[config.mk]
export PLATFORM = sky130hd
export DESIGN_NAME = pattern_scan_ctrl
export DESIGN_NICKNAME = d
export VERILOG_FILES = /design/src/rtl/pattern_scan_pkg.sv /design/src/rtl/pattern_shift_match.sv /design/src/rtl/pattern_scan_ctrl.sv
export SDC_FILE = /design/constraint.sdc
export NUM_CORES = 1
export LEC_CHECK = 0
export BUFFER_PORTS_ARGS = -buffer_cell sky130_fd_sc_hd__clkbuf_2
export CORE_MARGIN = 1.5
export CORE_UTILIZATION = 40
export DETAILED_ROUTE_END_ITERATION = 8
export SYNTH_ARGS = -nofsm -noshare
export SYNTH_HDL_FRONTEND = slang
export SYNTH_SLANG_ARGS = --single-unit
[constraint.sdc]
create_clock -name clk_i -period 4.61 [get_ports clk_i]
set_input_delay 0.461 -clock clk_i [delete_from_list [all_inputs] [get_ports clk_i]]
set_output_delay 0.461 -clock clk_i [all_outputs]
set_load 0.02 [all_outputs]
[src/rtl/pattern_scan_pkg.sv]
`default_nettype none
//------------------------------------------------------------------------------
// Module      : pattern_scan_pkg
// Description : Shared definitions for the pattern scan run controller:
//               default widths and the run-state encoding.
// Revision    : 1.0 - initial release
//------------------------------------------------------------------------------
package pattern_scan_pkg;

  localparam int PSC_PAT_W = 4;  // pattern length in bits
  localparam int PSC_CNT_W = 3;  // match counter / threshold width
  localparam int PSC_WIN_W = 8;  // bit counter / window width

  typedef enum logic [1:0] {
    ST_IDLE   = 2'b00,
    ST_SCAN   = 2'b01,
    ST_REPORT = 2'b10
  } state_e;

endpackage : pattern_scan_pkg
`default_nettype wire

[src/rtl/pattern_shift_match.sv]
`default_nettype none
//------------------------------------------------------------------------------
// Module      : pattern_shift_match
// Description : Serial history shifter with fill tracking and a combinational
//               pattern comparator. The history keeps the PAT_W-1 most recent
//               accepted bits; together with the incoming bit they form the
//               PAT_W-bit candidate compared against the pattern.
// Ports       : clk_i      - clock
//               rst_i      - synchronous active-high reset
//               clr_i      - clear history and fill (start of run)
//               shift_en_i - accept x_i this cycle
//               x_i        - serial data bit
//               pat_i      - pattern to match, MSB is the oldest bit
//               hit_o      - combinational: accepting x_i completes a match
// Revision    : 1.0 - initial release
//------------------------------------------------------------------------------
module pattern_shift_match
  import pattern_scan_pkg::*;
#(
  parameter int PAT_W = PSC_PAT_W
) (
  input  logic             clk_i,
  input  logic             rst_i,
  input  logic             clr_i,
  input  logic             shift_en_i,
  input  logic             x_i,
  input  logic [PAT_W-1:0] pat_i,
  output logic             hit_o
);

  localparam int FILL_W = $clog2(PAT_W + 1);
  localparam logic [FILL_W-1:0] C_FILL_MAX  = FILL_W'(PAT_W);
  localparam logic [FILL_W-1:0] C_FILL_NEED = FILL_W'(PAT_W - 1);

  logic [PAT_W-2:0]  hist_q, hist_d;
  logic [FILL_W-1:0] fill_q, fill_d;
  logic [PAT_W-1:0]  w_cand;

  // Candidate window: stored history followed by the bit being accepted now.
  assign w_cand = {hist_q, x_i};

  // Only PAT_W-1 prior bits are required before a full window exists.
  assign hit_o = shift_en_i && (fill_q >= C_FILL_NEED) && (w_cand == pat_i);

  always_comb begin
    hist_d = hist_q;
    fill_d = fill_q;
    if (clr_i) begin
      hist_d = '0;
      fill_d = '0;
    end else if (shift_en_i) begin
      hist_d = w_cand[PAT_W-2:0];
      if (fill_q != C_FILL_MAX) begin
        fill_d = fill_q + FILL_W'(1);
      end
    end
  end

  always_ff @(posedge clk_i) begin
    if (rst_i) begin
      hist_q <= '0;
      fill_q <= '0;
    end else begin
      hist_q <= hist_d;
      fill_q <= fill_d;
    end
  end

endmodule : pattern_shift_match
`default_nettype wire

[src/rtl/pattern_scan_ctrl.sv]
`default_nettype none
//------------------------------------------------------------------------------
// Module      : pattern_scan_ctrl
// Description : Run controller for the serial pattern-detection datapath.
//               Latches pattern/threshold/window on START, counts overlapping
//               matches on qualified serial bits and finishes each run with a
//               one-cycle DONE pulse and a held PASS verdict.
// Ports       : clk_i, rst_i         - clock, synchronous active-high reset
//               start_i, abort_i     - run control
//               pat_i, thresh_i,
//               window_i             - run configuration (window 0 = no limit)
//               x_i, x_valid_i       - serial bit and qualifier
//               busy_o               - run in progress
//               match_o              - one-cycle pulse per match
//               done_o               - one-cycle pulse at run completion
//               pass_o               - verdict of last run
//               match_cnt_o          - saturating match count
//               bit_cnt_o            - saturating accepted bit count
// Revision    : 1.0 - initial release
//------------------------------------------------------------------------------
module pattern_scan_ctrl
  import pattern_scan_pkg::*;
#(
  parameter int PAT_W = PSC_PAT_W,
  parameter int CNT_W = PSC_CNT_W,
  parameter int WIN_W = PSC_WIN_W
) (
  input  logic             clk_i,
  input  logic             rst_i,
  input  logic             start_i,
  input  logic             abort_i,
  input  logic [PAT_W-1:0] pat_i,
  input  logic [CNT_W-1:0] thresh_i,
  input  logic [WIN_W-1:0] window_i,
  input  logic             x_i,
  input  logic             x_valid_i,
  output logic             busy_o,
  output logic             match_o,
  output logic             done_o,
  output logic             pass_o,
  output logic [CNT_W-1:0] match_cnt_o,
  output logic [WIN_W-1:0] bit_cnt_o
);

  state_e           state_q, state_d;
  logic [PAT_W-1:0] pat_q, pat_d;
  logic [CNT_W-1:0] thresh_q, thresh_d;
  logic [WIN_W-1:0] window_q, window_d;
  logic [CNT_W-1:0] mcnt_q, mcnt_d;
  logic [WIN_W-1:0] bcnt_q, bcnt_d;
  logic             match_q, match_d;
  logic             done_q, done_d;
  logic             pass_q, pass_d;
  logic             clr;
  logic             shift_en;
  logic             hit;

  // ABORT wins over bit acceptance, so the aborted cycle's bit never shifts.
  assign shift_en = (state_q == ST_SCAN) && x_valid_i && !abort_i;

  pattern_shift_match #(
    .PAT_W (PAT_W)
  ) u_shift_match (
    .clk_i      (clk_i),
    .rst_i      (rst_i),
    .clr_i      (clr),
    .shift_en_i (shift_en),
    .x_i        (x_i),
    .pat_i      (pat_q),
    .hit_o      (hit)
  );

  always_comb begin
    state_d  = state_q;
    pat_d    = pat_q;
    thresh_d = thresh_q;
    window_d = window_q;
    mcnt_d   = mcnt_q;
    bcnt_d   = bcnt_q;
    match_d  = 1'b0;
    done_d   = 1'b0;
    pass_d   = pass_q;
    clr      = 1'b0;

    case (state_q)
      ST_IDLE: begin
        if (start_i) begin
          mcnt_d = '0;
          bcnt_d = '0;
          if (thresh_i != '0) begin
            pat_d    = pat_i;
            thresh_d = thresh_i;
            window_d = window_i;
            clr      = 1'b1;
            pass_d   = 1'b0;
            state_d  = ST_SCAN;
          end else begin
            // Zero threshold is trivially met: report a pass immediately.
            pass_d  = 1'b1;
            done_d  = 1'b1;
            state_d = ST_REPORT;
          end
        end
      end

      ST_SCAN: begin
        if (abort_i) begin
          pass_d  = 1'b0;
          state_d = ST_IDLE;
        end else begin
          if (x_valid_i) begin
            if (!(&bcnt_q)) begin
              bcnt_d = bcnt_q + WIN_W'(1);
            end
            if (hit) begin
              match_d = 1'b1;
              if (!(&mcnt_q)) begin
                mcnt_d = mcnt_q + CNT_W'(1);
              end
            end
          end
          // Exit tests use the updated counts; threshold outranks window.
          if (mcnt_d == thresh_q) begin
            pass_d  = 1'b1;
            done_d  = 1'b1;
            state_d = ST_REPORT;
          end else if ((window_q != '0) && (bcnt_d == window_q)) begin
            pass_d  = 1'b0;
            done_d  = 1'b1;
            state_d = ST_REPORT;
          end
        end
      end

      ST_REPORT: begin
        state_d = ST_IDLE;
      end

      default: begin
        state_d = ST_IDLE;
      end
    endcase
  end

  always_ff @(posedge clk_i) begin
    if (rst_i) begin
      state_q  <= ST_IDLE;
      pat_q    <= '0;
      thresh_q <= '0;
      window_q <= '0;
      mcnt_q   <= '0;
      bcnt_q   <= '0;
      match_q  <= 1'b0;
      done_q   <= 1'b0;
      pass_q   <= 1'b0;
    end else begin
      state_q  <= state_d;
      pat_q    <= pat_d;
      thresh_q <= thresh_d;
      window_q <= window_d;
      mcnt_q   <= mcnt_d;
      bcnt_q   <= bcnt_d;
      match_q  <= match_d;
      done_q   <= done_d;
      pass_q   <= pass_d;
    end
  end

  assign busy_o      = (state_q == ST_SCAN);
  assign match_o     = match_q;
  assign done_o      = done_q;
  assign pass_o      = pass_q;
  assign match_cnt_o = mcnt_q;
  assign bit_cnt_o   = bcnt_q;

endmodule : pattern_scan_ctrl
`default_nettype wire
==> metrics.log, run 1 <==
INFO  metric grt_pass1_vias = 1697
INFO  metric holdBufCountCts = 0
INFO  metric timing_hold_violations_final = 0
INFO  metric core_area = ~4800 um^2
INFO  metric synth.net_count = 284
INFO  metric power_density_over_the_cells = approximately 310 nW/um^2
INFO  metric grt.overflow.total = 0
INFO  metric timing.rr.start = bit_cnt_o[0]
INFO  metric synthesized_area_fraction_occupied_by_xor_and_xnor_cells = 0.0680
INFO  metric synth_top_family_by_area = simple AND/OR/NAND/NOR gates
INFO  metric report.final.setup_viol = 0
INFO  metric flow.area_growth_from_synthesis = 14.2%
INFO  metric worstPathBufferInverterCount = 0
INFO  metric crit_top_cell = sky130_fd_sc_hd__nand3_1
INFO  metric antenna_cells = 0
INFO  metric worst_setup_path_startpoint = bit_cnt_o[0]
INFO  metric htree_levels = 2
INFO  metric cts.clk_slew.worst_paths = roughly 0.070 ns
INFO  metric worst-slew-pin-transition = between 0.8 and 0.9 ns
INFO  metric yosys.area.top_type = sky130_fd_sc_hd__dfxtp_1
INFO  metric design.final.nets = 310
INFO  metric skew_pair_late_insertion_delay = 0.29 ns
INFO  metric floorplan.rows = 25
INFO  metric ys_async_sr_fraction = 0
INFO  metric seq_area = 741 um^2
INFO  metric critical_path.max_fanout = 7
INFO  metric synth-edff-count = 0
INFO  metric min_period = 2.43 ns
INFO  metric initial_core_util = 0.425
INFO  metric chipWidth = 74.8 um
INFO  metric cts_buffer_depth = 2
INFO  metric ys.warnings.count = 0
INFO  metric finalSetupTns = 0 ns
INFO  metric peakVddDrop = approximately 0.14 mV
INFO  metric pre_cts_ws = 2.11 ns
INFO  metric multi_input_comb_area = 1200 um^2
INFO  metric post_synthesis_sequential_area_ratio = 0.360
INFO  metric die-height = 74.8 um
INFO  metric run_status = complete, no violations
INFO  metric synth_cell_type_count = 46
INFO  metric synth_simple_gate_area_frac = 0.264
INFO  metric numCtsBuffers = 5
INFO  metric syn_area = 2060 um^2
INFO  metric final-max-slew-violation-count = 0
INFO  metric drc = 0
INFO  metric grt_antenna_before_repair = 0
INFO  metric min_from = pat_i[0]
INFO  metric critPathCaptureType = flop
INFO  metric floorplan.io_pins = 36
INFO  metric max_stage_delay = approximately 0.44 ns
INFO  metric critical-path-slowest-cell = sky130_fd_sc_hd__dfxtp_1
INFO  metric gp_routability_congestion = 0.874
INFO  metric timing.final.crit_share = 0.527
INFO  metric synth.top_cells.by_count = sky130_fd_sc_hd__dfxtp_1, sky130_fd_sc_hd__nand2_1, sky130_fd_sc_hd__a21oi_1
INFO  metric cts.root.buffer_cell = sky130_fd_sc_hd__clkbuf_8
INFO  metric post-place-cells = 344
INFO  metric synth.mux.area_fraction = 0.0401
INFO  metric drive_gt1_frac = 0.175
INFO  metric slew_headroom = 0.415
INFO  metric timing.critical_path.from_type = flop
INFO  metric max_cap_violations = 0
INFO  metric power.leakage = 0.890 nW
INFO  metric arrival = 2.63 ns
INFO  metric worstPathRequired = a little under 5 ns
INFO  metric fp.dieArea = 5590 um^2
INFO  metric hold_class = primary input to flop
INFO  metric hold_slack = 0.387 ns
INFO  metric number_of_clock_sinks = 37
INFO  metric clock_tree_from_tritoncts = done
INFO  metric synthMostInstantiatedCell = sky130_fd_sc_hd__dfxtp_1
INFO  metric synth.ff_latch_count = 37
INFO  metric synth-compound-area-share = 0.182
INFO  metric detailedPlacementHpwl = 3.53 mm
INFO  metric worstSetupPathType = flop to flop
INFO  metric cts_resized = 0
INFO  metric unrepaired_setup_endpoints_after_global_routing = false
INFO  metric final.setup_skew = 0.00589 ns
INFO  metric synth_area_leaders = sky130_fd_sc_hd__dfxtp_1, sky130_fd_sc_hd__a21oi_1, sky130_fd_sc_hd__nand2_1, sky130_fd_sc_hd__xnor2_1, sky130_fd_sc_hd__nor3_1
INFO  metric groute.usage.overall = 0.191
INFO  metric post_drt_wl_per_cell = 13.7 um
INFO  metric first_iter_violations = 157
INFO  metric final.setup.worst_slack = 2.18 ns
INFO  metric yosys_most_used_dff = sky130_fd_sc_hd__dfxtp_1
INFO  metric chain_of_cells_forming_the_critical_path = ha_1 > nand3_1 > o21ai_0 > mux2i_1 > xor2_1 > nand3_1 > or2_2 > a311oi_1
INFO  metric postSynthCellCount = 258
INFO  metric io_buffers = 35
INFO  metric post_cts_repair_setup_buffers = 0
INFO  metric num_vias = about 1900
INFO  metric cell_class_contributing_the_biggest_share_of_worst_path_delay = compound AO/OA/AOI/OAI gates
INFO  metric overall_power_consumption = 0.731 mW
INFO  metric avgSynthCellArea = approximately 8 um^2
INFO  metric synth.top_cell.area_share = 0.360
INFO  metric grt_start_max_net_pins = 37
INFO  metric synthAdderAreaFrac = 0.0304
INFO  metric clock.fmax = 412 MHz
INFO  metric grt_first_pass_wirelength = 8.06 mm
INFO  metric post_route_non_filler_standard_cell_count = 352
INFO  metric drt_pre_antenna_iters = 4
INFO  metric wirelength = 4.81 mm
INFO  metric filler_cell_count = approximately 510
INFO  metric vias_per_cell = 5.34
INFO  metric ant_nets = 0
## state kept, by name, indices dropped and copies added (netlist names)
name and cells:
match_o 1, u_shift_match.fill_q 3, thresh_q 3, match_cnt_o 3, window_q 8, state_q 2, bit_cnt_o 8, pat_q 4
done_o 1, u_shift_match.hist_q 3, pass_o 1
## metrics by stage
stage	util	cell area (um^2)
finish	0.485	2350
global route	0.485	2350
CTS	0.485	2350
detailed placement	0.461	2230
global placement	0.461	2230
floorplan	-	2060
## worst paths after layout
check	endpoint	slack, ns	cells past startpoint
setup / recovery	pass_o	2.18	8
hold / removal	pat_q[0]	0.39	3
setup reg to reg	pass_o	2.18	8
hold reg to reg	pat_q[2]	0.47	2
## power by group
group	switching, mW	internal [mW]
combinational	0.0570	0.0397
sequential	0.0120	0.331
clock	0.115	0.176
total	0.184	0.547
## tightest hold or removal path, cell delays in order
cell                       delay [ns]
sky130_fd_sc_hd__clkbuf_2        0.08
sky130_fd_sc_hd__nand2_1         0.04
sky130_fd_sc_hd__a21oi_1         0.05
## per-layer routing
layer  vias to the layer above  GRT usage  routed length (um)
li1                        966          -                   -
met1                       864      0.280                2490
met2                        44      0.279                2030
met3                         7     0.0375                 236
met4                         0     0.0687                  59
met5                         -          0                   0
## final cells by class
type,count,share of cell area
Clock buffer,7,0.0367
Tap cell,67,0.0357
Sequential cell,37,0.315
Clock inverter,1,0.0128
Multi-Input combinational cell,197,0.513
Inverter,8,0.0128
Timing Repair Buffer,35,0.0745
## cell families after synthesis
logic type	Yosys count
simple gates	107
compound gates	61
flops	37
buf+inv	24
xor+xnor	16
mux	8
fa+ha+maj	5
## placed cells by master (no fill, tap or decap), drive strengths merged, types with 2 or more instances in the layout
master	Yosys	final
clkbuf	10	42
dfxtp	37	37
nand2	32	32
a21oi	29	29
nor2	21	21
nor3	18	18
o21ai	11	11
xnor2	11	11
nand3	9	9
inv	8	8
mux2i	6	6
nand4	5	5
xor2	5	5
ha	5	5
a22oi	4	4
and3	4	4
nand2b	3	3
a311oi	3	3
nor2b	3	3
and4	2	2
a31oi	2	2
nor4	2	2
mux2	2	2
o211ai	2	2
a211oi	2	2
or3	2	2
o22ai	2	2
(Power assumes the default switching activity.)
==> run 2, diff against run 1 <==
==> constraint.sdc (replaced) <==
create_clock -name clk_i -period 2.5 [get_ports clk_i]
set_input_delay 0.25 -clock clk_i [delete_from_list [all_inputs] [get_ports clk_i]]
set_output_delay 0.25 -clock clk_i [all_outputs]
set_load 0.02 [all_outputs]
==> run 2 against run 1 <==
Net effect: global-route usage is 0.25 points higher; sequential cell count stayed put; largest power group unchanged; register-to-register slack worse by 1.9 ns; critical path depth is 1 higher; non-clock buffer count is 11 higher; sequential power is 84% higher; combinational power is 90% higher; largest cell class unchanged; count of clock-buffer cells in the layout is 1 lower; wire length is 1.9% higher; die area stayed put.
==> metrics.log, run 2 (synthesized netlist as in run 1, its figures left out) <==
INFO  metric hold_slack = 0.168 ns (-0.219 ns)
INFO  metric peakVddDrop = 0.291 mV (+100%)
INFO  metric min_delay_worst_endpoint = pat_q[0]
INFO  metric ant_nets = 0 (unchanged)
INFO  metric critPathCaptureType = flop
INFO  metric wirelength = 4.91 mm (+1.9%)
INFO  metric unrepaired_setup_endpoints_after_global_routing = false
INFO  metric hold-path-cell-count = 3 (unchanged)
INFO  metric numCtsBuffers = 5 (unchanged)
INFO  metric final-max-slew-violation-count = 0 (unchanged)
INFO  metric chipWidth = 74.8 um (unchanged)
INFO  metric most-common-layout-cells = sky130_fd_sc_hd__dfxtp_1, sky130_fd_sc_hd__clkbuf_2, sky130_fd_sc_hd__nand2_1
INFO  metric gr-usage-met2 = 0.270 (-0.00893)
INFO  metric grt_pass1_vias = 1673 (-1.4%)
INFO  metric cts.root.buffer_cell = sky130_fd_sc_hd__clkbuf_8
INFO  metric r2r_end = pass_o
INFO  metric min_from = pat_i[0]
INFO  metric initial_core_util = 0.425 (unchanged)
INFO  metric number_of_clock_sinks = 37 (unchanged)
INFO  metric cts.clk_slew.worst_paths = 0.08 ns (about the same)
INFO  metric post_route_non_filler_standard_cell_count = 363 (+3.1%)
INFO  metric core_area = 4850 um^2 (unchanged)
INFO  metric post_drt_wl_per_cell = 13.5 um (-1.2%)
INFO  metric slew_headroom = 0.472 (+0.0566)
INFO  metric grt_first_pass_wirelength = 8.09 mm (+0.42%)
INFO  metric fp.dieArea = 5590 um^2 (unchanged)
INFO  metric design.final.nets = 321 (+3.5%)
INFO  metric timing_hold_violations_final = 0 (unchanged)
INFO  metric clock_tree_from_tritoncts = done
INFO  metric final.setup_skew = 0.00964 ns (+0.00375 ns)
INFO  metric io_buffers = 35 (unchanged)
INFO  metric skew_pair_late_insertion_delay = 0.29 ns (about the same)
INFO  metric clock.fmax = 443 MHz (+7.5%)
INFO  metric groute.usage.overall = 0.194 (+0.00252)
INFO  metric hold_class = primary input to flop
INFO  metric grt_busiest_layer = met1
INFO  metric antenna_cells = 0 (unchanged)
INFO  metric combinationalPowerShare = 0.135 (+0.003)
INFO  metric vias_per_cell = 5.10 (-4.5%)
INFO  metric cell_internal_pwr = 1.01 mW (+85%)
INFO  metric switching_power = 0.355 mW (+93%)
INFO  metric power_frac_clock = 0.404 (+0.006)
INFO  metric post-place-cells = 355 (+3.2%)
INFO  metric gp_routability_congestion = 1.00 (+15%)
INFO  metric reg2reg_depth = 9 (+1)
INFO  metric run_status = complete, no violations
INFO  metric max_cap_violations = 0 (unchanged)
INFO  metric min_period = 2.26 ns (-0.168 ns)
INFO  metric detailedPlacementHpwl = 3.61 mm (+2.3%)
INFO  metric grt_use_met1 = 0.285 (+0.00494)
INFO  metric flow.area_growth_from_synthesis = 18.8%
INFO  metric holdBufCountCts = 0 (unchanged)
INFO  metric floorplan.io_pins = 36 (unchanged)
INFO  metric report.final.setup_viol = 0 (unchanged)
INFO  metric reg2reg_setup_slack = 0.24 ns (-1.94 ns)
INFO  metric timing.final.crit_share = 0.904 (+0.377)
INFO  metric arrival = 2.46 ns (-0.17 ns)
INFO  metric worstSetupPathType = flop to flop
INFO  metric switching_share = 0.260 (+0.00811)
INFO  metric power_density_over_the_cells = 558 nW/um^2 (+80%)
INFO  metric worst-slew-pin-transition = 0.792 ns (-0.0832 ns)
INFO  metric grt_start_max_net_pins = 37 (unchanged)
INFO  metric num_vias = 1853 (-1.5%)
INFO  metric globalRouteMet3Util = 0.0415 (+0.00402)
INFO  metric worstPathRequired = 2.70 ns (-2.12 ns)
INFO  metric power.leakage = 0.943 nW (+5.9%)
INFO  metric drive_gt1_frac = 0.220 (+0.0442)
INFO  metric first_iter_violations = 95 (-39%)
INFO  metric floorplan.rows = 25 (unchanged)
INFO  metric drt_pre_antenna_iters = 4 (unchanged)
INFO  metric cts_buffer_depth = 2 (unchanged)
INFO  metric critical_path.max_fanout = 4 (-3)
INFO  metric grt.overflow.total = 0 (unchanged)
INFO  metric final_common_cell = sky130_fd_sc_hd__dfxtp_1
INFO  metric htree_levels = 2 (unchanged)
INFO  metric filler_cell_count = 500 (-1.2%)
INFO  metric drc = 0 (unchanged)
INFO  metric die-height = 74.8 um (unchanged)
INFO  metric post_cts_repair_setup_buffers = 0 (unchanged)
INFO  metric timing.rr.start = u_shift_match.fill_q[0]
INFO  metric power.share.sequential = 0.462 (-0.007)
INFO  metric grt_antenna_before_repair = 0 (unchanged)
INFO  metric cts_resized = 0 (unchanged)
INFO  metric finalSetupTns = 0 ns (unchanged)
INFO  metric timing.critical_path.from_type = flop
==> run 2: power groups by stage <==
stage                     logic [mW]  registers (mW)  clock network, mW
after floorplan                0.133           0.642                  0
after global routing           0.208           0.634              0.588
after detailed placement       0.184           0.645                  0
after global placement         0.182           0.644                  0
after CTS                      0.185           0.631              0.564
final                          0.184           0.631              0.552
==> run 2: cell type report <==
type | instances | area [um^2] | share of cell area
inverters | 8 | 30.0 | 0.0123
flip-flops and latches | 37 | 742 | 0.303
clock buffers | 6 | 82.6 | 0.0337
repair buffers | 46 | 258 | 0.105
well taps | 67 | 83.8 | 0.0343
multi-input cells | 197 | 1210 | 0.496
clock inverters | 2 | 37.5 | 0.0153
==> run 2: through the flow <==
| stage | power (mW) | cell area [um^2] | worst slack, ns | utilization |
|---|---|---|---|---|
| after floorplan | 0.776 | 2060 | 0.188 | - |
| after global placement | 0.826 | 2320 | 0.222 | 0.478 |
| after detailed placement | 0.829 | 2320 | 0.172 | 0.478 |
| after CTS | 1.38 | 2440 | 0.141 | 0.503 |
| after global routing | 1.43 | 2450 | 0.00440 | 0.505 |
| final | 1.37 | 2450 | 0.241 | 0.505 |
==> run 2: layer usage <==
| layer | share of wire | vias to the layer above |
|---|---|---|
| li1 | - | 993 |
| met1 | 0.55 | 818 |
| met2 | 0.40 | 35 |
| met3 | 0.030 | 7 |
| met4 | 0.016 | 0 |
| met5 | 0 | - |
==> run 2: worst max path at each step <==
stage	depth (start not counted)	slack (ns)	end	startpoint
after floorplan	8	0.19	pass_o	bit_cnt_o[4]
after global placement	8	0.22	pass_o	bit_cnt_o[0]
after detailed placement	8	0.17	pass_o	bit_cnt_o[0]
after CTS	8	0.14	pass_o	bit_cnt_o[0]
after global routing	8	0.004	pass_o	bit_cnt_o[1]
final	9	0.24	pass_o	u_shift_match.fill_q[0]
==> run 2: worst max-delay path: stages (launching register included) <==
cell,delay (ns)
sky130_fd_sc_hd__dfxtp_1,0.39
sky130_fd_sc_hd__ha_1,0.17
sky130_fd_sc_hd__ha_1,0.14
sky130_fd_sc_hd__a211oi_1,0.06
sky130_fd_sc_hd__a2111o_1,0.40
sky130_fd_sc_hd__or3_4,0.36
sky130_fd_sc_hd__a21oi_2,0.13
sky130_fd_sc_hd__o22ai_2,0.10
sky130_fd_sc_hd__and4bb_1,0.20
sky130_fd_sc_hd__a311oi_1,0.22
==> run 3, diff against run 2 <==
==> constraint.sdc (replaced) <==
create_clock -name clk_i -period 2 [get_ports clk_i]
set_input_delay 0.2 -clock clk_i [delete_from_list [all_inputs] [get_ports clk_i]]
set_output_delay 0.2 -clock clk_i [all_outputs]
set_load 0.02 [all_outputs]
==> run 3 against run 2 <==
Net effect: the run now ends with negative setup slack left; global-route usage is 0.53 points higher; final cell count is 7.7% higher; first-iteration DRC count rose by 32%; hold slack worse by 0.046 ns; via count rose by 9.2%; critical endpoint unchanged; highest routed layer unchanged.
==> metrics.log, run 3 (synthesized netlist as in run 1, its figures left out) <==
INFO  metric floorplan.io_pins = 36 (unchanged)
INFO  metric overall_power_consumption = 1.73 mW (+27%)
INFO  metric grt_antenna_before_repair = 0 (unchanged)
INFO  metric worstSetupPathType = flop to flop
INFO  metric run_status = complete, but fails checks
INFO  metric die-height = 74.8 um (unchanged)
INFO  metric report.final.setup_viol = 4 (+4)
INFO  metric num_vias = 2023 (+9.2%)
INFO  metric slew_headroom = 0.699 (+0.227)
INFO  metric number_of_clock_sinks = 37 (unchanged)
INFO  metric timing_hold_violations_final = 0 (unchanged)
INFO  metric wirelength = 5.46 mm (+11%)
INFO  metric cts_buffer_depth = 2 (unchanged)
INFO  metric grt_first_pass_wirelength = 8.49 mm (+4.9%)
INFO  metric grt_start_max_net_pins = 28 (-24%)
INFO  metric io_buffers = 35 (unchanged)
INFO  metric final-max-slew-violation-count = 0 (unchanged)
INFO  metric timing.critical_path.from_type = flop
INFO  metric antenna_cells = 0 (unchanged)
INFO  metric final.setup_skew = 0.00902 ns (-0.000619 ns)
INFO  metric groute.usage.overall = 0.199 (+0.00532)
INFO  metric critical_path.max_fanout = 3 (-1)
INFO  metric power.share.sequential = 0.454 (-0.008)
INFO  metric clock_tree_from_tritoncts = done
INFO  metric numCtsBuffers = 5 (unchanged)
INFO  metric grt.overflow.total = 0 (unchanged)
INFO  metric core_area = 4850 um^2 (unchanged)
INFO  metric peakVddDrop = 0.445 mV (+53%)
INFO  metric clock.fmax = 464 MHz (+4.8%)
INFO  metric vias_per_cell = 5.17 (+1.4%)
INFO  metric finalSetupTns = -0.330 ns (-0.330 ns)
INFO  metric detailedPlacementHpwl = 3.93 mm (+8.7%)
INFO  metric hold-path-cell-count = 3 (unchanged)
INFO  metric power_frac_clock = 0.398 (-0.006)
INFO  metric switching_share = 0.261 (+0.00112)
INFO  metric cell_internal_pwr = 1.28 mW (+26%)
INFO  metric post_drt_wl_per_cell = 14.0 um (+3.2%)
INFO  metric power.leakage = 1.10 nW (+16%)
INFO  metric cts.clk_slew.worst_paths = 0.08 ns (about the same)
INFO  metric drive_gt1_frac = 0.340 (+0.120)
INFO  metric grt_pass1_vias = 1806 (+7.9%)
INFO  metric combinationalPowerShare = 0.147 (+0.012)
INFO  metric min_period = 2.16 ns (-0.104 ns)
INFO  metric reg2reg_depth = 9 (unchanged)
INFO  metric unrepaired_setup_endpoints_after_global_routing = true
INFO  metric final_common_cell = sky130_fd_sc_hd__buf_4
INFO  metric floorplan.rows = 25 (unchanged)
INFO  metric timing.final.crit_share = 1.08 (+0.174)
INFO  metric first_iter_violations = 125 (+32%)
INFO  metric drt_pre_antenna_iters = 5 (+1)
INFO  metric worst-slew-pin-transition = 0.448 ns (-0.344 ns)
INFO  metric holdBufCountCts = 0 (unchanged)
INFO  metric htree_levels = 2 (unchanged)
INFO  metric power_density_over_the_cells = 627 nW/um^2 (+12%)
INFO  metric max_cap_violations = 0 (unchanged)
INFO  metric drc = 0 (unchanged)
INFO  metric gp_routability_congestion = 0.876 (-12%)
INFO  metric chipWidth = 74.8 um (unchanged)
INFO  metric flow.area_growth_from_synthesis = 33.8%
INFO  metric design.final.nets = 349 (+8.7%)
INFO  metric violations = negative setup slack
INFO  metric worstPathRequired = 2.20 ns (-0.50 ns)
INFO  metric most-common-layout-cells = sky130_fd_sc_hd__buf_4, sky130_fd_sc_hd__clkbuf_2, sky130_fd_sc_hd__nand2_1
INFO  metric fp.dieArea = 5590 um^2 (unchanged)
INFO  metric ant_nets = 0 (unchanged)
INFO  metric final.setup.worst_slack = -0.155 ns (-0.396 ns)
INFO  metric critPathCaptureType = flop
INFO  metric skew_pair_late_insertion_delay = 0.29 ns (about the same)
INFO  metric switching_power = 0.451 mW (+27%)
INFO  metric arrival = 2.35 ns (-0.11 ns)
INFO  metric hold_class = primary input to flop
INFO  metric cts.root.buffer_cell = sky130_fd_sc_hd__clkbuf_8
INFO  metric pre_cts_ws = -0.187 ns (-0.358 ns)
INFO  metric initial_core_util = 0.425 (unchanged)
[run 3: timing repair]
action	in CTS	in global routing
resized for setup	2	15
endpoints found under the setup margin	4	4
setup buffers	1	2
pin swaps	3	7
[run 3: power groups by stage]
stage | combinational, mW | sequential (mW) | clock [mW]
3_5_place_dp | 0.247 | 0.803 | 0
4_1_cts | 0.249 | 0.786 | 0.698
6_report | 0.254 | 0.786 | 0.689
2_1_floorplan | 0.167 | 0.803 | 0
3_3_place_gp | 0.245 | 0.803 | 0
5_1_grt | 0.286 | 0.789 | 0.734
[run 3: final timing paths]
kind,slack (ns),from,endpoint
worst max-delay path,-0.16,u_shift_match.fill_q[0],pass_o
worst min-delay path,0.12,pat_i[0],pat_q[0]
worst max register to register,-0.16,u_shift_match.fill_q[0],pass_o
worst min register to register,0.47,pat_q[1],pat_q[1]
[run 3: critical path, stage by stage, from the launching register on]
cell                       delay [ns]
sky130_fd_sc_hd__dfxtp_2         0.36
sky130_fd_sc_hd__ha_4            0.14
sky130_fd_sc_hd__ha_4            0.13
sky130_fd_sc_hd__a211oi_4        0.03
sky130_fd_sc_hd__a2111o_1        0.34
sky130_fd_sc_hd__or3_4           0.36
sky130_fd_sc_hd__a21oi_2         0.19
sky130_fd_sc_hd__o22ai_4         0.10
sky130_fd_sc_hd__and4bb_1        0.20
sky130_fd_sc_hd__a311oi_1        0.22
[run 3: layer usage]
metal,routed length (um),share of wire,track usage,up-vias
met5,0,0,0,-
met4,36,0.0066,0.0626,0
met3,266,0.049,0.0455,4
met2,2500,0.46,0.311,52
met1,2650,0.49,0.274,925
li1,-,-,-,1042
[run 3: area by class of cell]
cell class | instances | area [um^2]
clock inverter | 2 | 37.5
sequential | 37 | 749
timing repair buffer | 74 | 468
inverter | 8 | 30.0
tap | 67 | 83.8
clock buffer | 6 | 82.6
multi-input combinational | 197 | 1310
fill | 463 | 2090
[run 3: through the flow]
stage	std cells	instance area, um^2	utilization	hold WS (ns)
finish	391	2760	0.569	0.122
global route	391	2760	0.569	0.124
CTS	389	2660	0.549	0.118
detailed placement	380	2520	0.521	0.429
global placement	380	2520	0.521	0.424
floorplan	258	2080	-	0.336
